### src/rtl/alu_muldiv.sv
// Iterative RV32M multiply/divide unit: radix-2 shift-add multiply and restoring
// divide, one bit per cycle, with a valid/ready handshake on both sides.
module alu_muldiv #(
  parameter int unsigned XLEN      = 32,
  parameter bit          EARLY_OUT = 1'b1
) (
  input  logic            clk,
  input  logic            rst_n,
  input  logic            in_valid,
  output logic            in_ready,
  input  logic [2:0]      funct,
  input  logic [XLEN-1:0] src1,
  input  logic [XLEN-1:0] src2,
  input  logic            kill,
  output logic            out_valid,
  input  logic            out_ready,
  output logic [XLEN-1:0] result
);

  localparam int unsigned     CW   = $clog2(XLEN);
  localparam logic [CW-1:0]   LAST = CW'(XLEN - 1);
  localparam logic [XLEN-1:0] SMIN = {1'b1, {(XLEN-1){1'b0}}};

  typedef enum logic [1:0] {S_IDLE, S_BUSY, S_FIX, S_DONE} state_t;

  state_t          state_q, state_d;
  logic [CW-1:0]   cnt_q, cnt_d;
  logic [2:0]      op_q, op_d;
  logic            neg_q, neg_d;
  logic [XLEN-1:0] hi_q, hi_d, lo_q, lo_d, b_q, b_d, result_q, result_d;

  logic            a_sgn, b_sgn, a_neg, b_neg, b_zero, div_ovf, special, neg_in;
  logic [XLEN-1:0] a_mag, b_mag, spec_val;

  always_comb begin
    a_sgn   = (funct != 3'd3) && (funct != 3'd5) && (funct != 3'd7);
    b_sgn   = a_sgn && (funct != 3'd2);
    a_neg   = a_sgn & src1[XLEN-1];
    b_neg   = b_sgn & src2[XLEN-1];
    a_mag   = a_neg ? (~src1 + 1'b1) : src1;
    b_mag   = b_neg ? (~src2 + 1'b1) : src2;
    b_zero  = (src2 == '0);
    div_ovf = funct[2] & ~funct[0] & (src1 == SMIN) & (&src2);
    special = funct[2] & (b_zero | div_ovf);
    if (b_zero) spec_val = funct[1] ? src1 : '1;
    else        spec_val = funct[1] ? '0 : src1;
    // A zero divisor must leave the all-ones quotient unsigned-looking, so never negate it.
    if (!funct[2])      neg_in = a_neg ^ b_neg;
    else if (!funct[1]) neg_in = (a_neg ^ b_neg) & ~b_zero;
    else                neg_in = a_neg;
  end

  logic [XLEN:0] mul_sum, div_shift, div_diff;

  always_comb begin
    mul_sum   = {1'b0, hi_q} + (lo_q[0] ? {1'b0, b_q} : '0);
    div_shift = {hi_q, lo_q[XLEN-1]};
    div_diff  = div_shift - {1'b0, b_q};
  end

  logic [2*XLEN-1:0] prod_abs, prod;
  logic [XLEN-1:0]   qr_abs, qr, fix_val;

  always_comb begin
    prod_abs = {hi_q, lo_q};
    prod     = neg_q ? (~prod_abs + 1'b1) : prod_abs;
    qr_abs   = op_q[1] ? hi_q : lo_q;
    qr       = neg_q ? (~qr_abs + 1'b1) : qr_abs;
    if (op_q[2])              fix_val = qr;
    else if (op_q[1:0] == '0) fix_val = prod[XLEN-1:0];
    else                      fix_val = prod[2*XLEN-1:XLEN];
  end

  always_comb begin
    state_d  = state_q;
    cnt_d    = cnt_q;
    op_d     = op_q;
    neg_d    = neg_q;
    hi_d     = hi_q;
    lo_d     = lo_q;
    b_d      = b_q;
    result_d = result_q;
    unique case (state_q)
      S_IDLE: begin
        if (in_valid && !kill) begin
          op_d  = funct;
          neg_d = neg_in;
          hi_d  = '0;
          lo_d  = a_mag;
          b_d   = b_mag;
          cnt_d = '0;
          if (EARLY_OUT && special) begin
            result_d = spec_val;
            state_d  = S_DONE;
          end else begin
            state_d  = S_BUSY;
          end
        end
      end
      S_BUSY: begin
        if (kill) begin
          state_d = S_IDLE;
        end else begin
          if (!op_q[2]) begin
            hi_d = mul_sum[XLEN:1];
            lo_d = {mul_sum[0], lo_q[XLEN-1:1]};
          end else if (!div_diff[XLEN]) begin
            hi_d = div_diff[XLEN-1:0];
            lo_d = {lo_q[XLEN-2:0], 1'b1};
          end else begin
            hi_d = div_shift[XLEN-1:0];
            lo_d = {lo_q[XLEN-2:0], 1'b0};
          end
          cnt_d = cnt_q + 1'b1;
          if (cnt_q == LAST) state_d = S_FIX;
        end
      end
      S_FIX: begin
        if (kill) begin
          state_d = S_IDLE;
        end else begin
          result_d = fix_val;
          state_d  = S_DONE;
        end
      end
      S_DONE: begin
        if (kill || out_ready) state_d = S_IDLE;
      end
      default: state_d = S_IDLE;
    endcase
  end

  always_ff @(posedge clk or negedge rst_n) begin
    if (!rst_n) begin
      state_q  <= S_IDLE;
      cnt_q    <= '0;
      op_q     <= '0;
      neg_q    <= 1'b0;
      hi_q     <= '0;
      lo_q     <= '0;
      b_q      <= '0;
      result_q <= '0;
    end else begin
      state_q  <= state_d;
      cnt_q    <= cnt_d;
      op_q     <= op_d;
      neg_q    <= neg_d;
      hi_q     <= hi_d;
      lo_q     <= lo_d;
      b_q      <= b_d;
      result_q <= result_d;
    end
  end

  assign in_ready  = (state_q == S_IDLE);
  assign out_valid = (state_q == S_DONE);
  assign result    = result_q;

endmodule

### config.mk
export PLATFORM = sky130hd
export DESIGN_NAME = alu_muldiv
export DESIGN_NICKNAME = d
export VERILOG_FILES = /design/src/rtl/alu_muldiv.sv
export SDC_FILE = /design/constraint.sdc
export NUM_CORES = 1
export LEC_CHECK = 0
export ABC_AREA = 1
export CORE_ASPECT_RATIO = 1.5
export CORE_MARGIN = 10
export CORE_UTILIZATION = 40
export DETAILED_ROUTE_END_ITERATION = 7
export DONT_BUFFER_PORTS = 1
export MAX_ROUTING_LAYER = met4
export PLACE_DENSITY = 0.68
export RECOVER_POWER = 100
export SYNTH_ARGS = -nofsm -noshare
export SYNTH_HDL_FRONTEND = slang
export SYNTH_SLANG_ARGS = --single-unit
### constraint.sdc
create_clock -name clk -period 2.3 [get_ports clk]
set_input_delay 0.69 -clock clk [delete_from_list [all_inputs] [get_ports clk]]
set_output_delay 0.69 -clock clk [all_outputs]
set_load 0.05 [all_outputs]
==> flow_summary_export.csv <==
group,metric,value,unit
synth,ys_seq_area_share,19.3,%
timing,grt_setup_unrepaired,"yes",
clock_network,path_clk_slew,0.07,ns
synth,synth.net_count,3426,
synth,ys_async_sr_fraction,100,%
worst_setup_path,worst_path_largest_cell_delay,0.46,ns
worst_setup_path,required,2.72,ns
synth,yosysMostFrequentCell,"nand2_1",
finish,fin_nets,3947,
global_routing,antenna_found_initial,0,
timing,period_share,116,%
global_routing,grt_max_degree,140,
timing,whs,-0.0965,ns
status,status,"complete, but fails checks",
worst_setup_path,crit_path_end_kind,"flip-flop",
floorplanning,start_util,40.2,%
run,maxCapViolCount,0,
routing,drc_errors,0,
timing,hold_violations,139,
clock_network,clock_path_buffers,2,
place,place_hpwl,70700,um
timing,report.final.slew_viol_count,0,
timing,layout_min_cycle_time,2.66,ns
power,p_per_area,1830,mW/mm2
synth,synth_edf_count,0,
worst_setup_path,cp.arrival,3.07,ns
finish,final_area,0.0266,mm2
global_routing,grt_overflow,0,
timing,final-setup-viol-count,55,
synth,synthTopCellsByArea,"nand2_1 23%, dfrtp_1 19%, nand3_1 8.7%",
global_routing,grt.total_usage,33.5,%
finish,area_growth,48.1,%
routing,vias_per_cell,5.68,
timing,fmax,0.376,GHz
timing,relSlewSlack,22.4,%
hold_path,hold_path.class,"input port to asynchronous set/reset pin",
worst_setup_path,critical_path.max_fanout,6,
worst_setup_path,slowest_stage,"dfrtp_2",
timing,finalSetupTns,-7.68,ns
synth,ys_warn_count,0,
floorplanning,pin_count,106,
worst_setup_path,critPathLaunchType,"flip-flop",
timing,tightest_slew,1.16,ns
floorplanning,dieWidth,193,um
clock_network,worstSkewPairLatency,0.47,ns
synth,yosysTopAreaCell,"nand2_1",
routing,drtAntennaViolNets,0,
place,dp.cells,4294,
timing,fin_ws,-0.357,ns
finish,layout-drive-gt1-share,33.0,%
clock_network,cts_tree,"done",
place,port_buffers,0,
routing,wirelength,94900,um
floorplanning,core_area,0.0447,mm2
floorplanning,die_height,280,um
clock_network,cts_htree_levels,4,
floorplanning,die_area,0.0540,mm2
floorplanning,std_cell_rows,95,
synth,ys_ff_latch,139,
clock_network,cts.sinks,139,
global_routing,grt_pass1_vias,23000,
clock_network,cts_made_buffers,17,
routing,drtIter0Drc,2320,
place,placement.cell_area,0.0226,mm2
routing,first_pass_iters,6,
finish,final.fill_count,4235,
place,place.gp.congestion,1.17,
synth,synth_cell_type_count,52,
worst_setup_path,crit_chain,"buf_4, buf_8, inv_6, nand3_4, nor2_4, buf_6, nand2_8, nor2_4, nand2_1, a21oi_1, nor2_2, o21ai_2, nand3_1, nand2_1",
worst_setup_path,worstSetupPathType,"flip-flop to flip-flop",
global_routing,grt_pass1_wl,134000,um
power,leakage,13.5,nW
synth,netlist_area,0.0180,mm2
synth,yosys.area.top_type_share,22.9,%
power,irDropWorstVdd,1.22,mV
timing,finClkSkew,0.0171,ns
status,violations,"hold timing, setup timing",
clock_network,cts_root_buf,"clkbuf_16",
synth,syn_area_per_cell,5.48,um2
routing,vias,25000,
synth,yosys-top-cells-count,"1099 x nand2_1, 398 x inv_1, 395 x nor2_1",
synth,ys.flop_type,"dfrtp_1",
synth,syn_inst,3281,
finish,layout.cells.non_filler,4398,
routing,wl_per_cell,21.6,um
finish,fin_util,59.6,%
[where the power goes]
part / internal (mW) / switching (mW)
clock network: 1.43 / 1.32
registers: 3.64 / 2.44
logic: 16.7 / 23.3
[metal layers]
metal  track usage (%)  vias up  wire length, um
met5                 -        -                0
met2              55.6     1282            45400
li1                  -    11600                -
met1              32.2    11500            30800
met3              6.61      595             7490
met4              30.4        0            11300
[flip-flops by register name (all words and copies together) (netlist names)]
register,count
b_q,32
hi_q,32
lo_q,32
result,32
cnt_q,5
op_q,3
state_q,2
neg_q,1
[metrics by stage]
stage | hold slack (ns) | total power, mW | setup slack [ns]
after floorplan | 0.394 | 22.7 | 0.0161
after global placement | 0.398 | 36.8 | -0.371
after detailed placement | 0.398 | 36.9 | -0.382
after CTS | -0.103 | 42.5 | -0.201
after global routing | -0.113 | 51.8 | -0.399
final | -0.0965 | 48.8 | -0.357
[worst max-delay path, delay by kind of cell (launching register included)]
kind | cells | cell delay (ns)
compound gates | 2 | 0.50
buf+inv | 4 | 0.58
flops | 1 | 0.46
simple gates | 8 | 1.04
[path summary, 6_finish.rpt]
check                              to  depth (start not counted)     start  slack, ns
setup reg to reg            result[5]                         14   lo_q[0]      -0.36
min in group clk              op_q[2]                          2  funct[2]       0.35
max in group asynchronous    hi_q[11]                          0     rst_n       2.06
hold / removal             result[10]                          0     rst_n       -0.1
setup / recovery            result[5]                         14   lo_q[0]      -0.36
hold reg to reg              cnt_q[4]                          1  cnt_q[4]       0.52
[timing repair]
item | 4_1_cts | 5_1_grt
endpoints found under the hold margin | 139 | 139
gates resized for setup | 205 | 579
buffers inserted | 20 | 46
gates cloned | 5 | 3
setup endpoints to repair | 64 | 69
pin swaps | 24 | 205
[final cells by class]
cell class | count | area, um2 | area share (%)
Antenna cell | 1 | 2.50 | 0.00939
Clock buffer | 19 | 443 | 1.66
Clock inverter | 13 | 109 | 0.409
Inverter | 409 | 1570 | 5.88
Multi-Input combinational cell | 2619 | 15000 | 56.5
Sequential cell | 139 | 3500 | 13.1
Tap cell | 582 | 728 | 2.73
Timing Repair Buffer | 616 | 5250 | 19.7
[placed cells by master (no fill, tap or decap), types with 60 or more instances in the layout]
master   instances
nor2_2          70
nor2_1         303
o21ai_0        194
nand2_1        885
buf_4          542
a21oi_1        145
nand3_1        237
nand2_2        165
nand3_2         66
dfrtp_1        124
nand2_4         60
inv_1          370
[cells by family (layout without fill, tap and decap cells)]
group / count (synthesis) / count (layout) / synth area share, %
simple gates: 1943 / 1943 / 44.7
flops: 139 / 139 / 19.3
compound gates: 541 / 541 / 16.2
other cells: 0 / 1 / 0
fa+ha+maj: 73 / 73 / 5.16
buf+inv: 523 / 1057 / 11.6
xor+xnor: 62 / 62 / 3.02
Note: power is estimated with default switching activity, not from simulation.
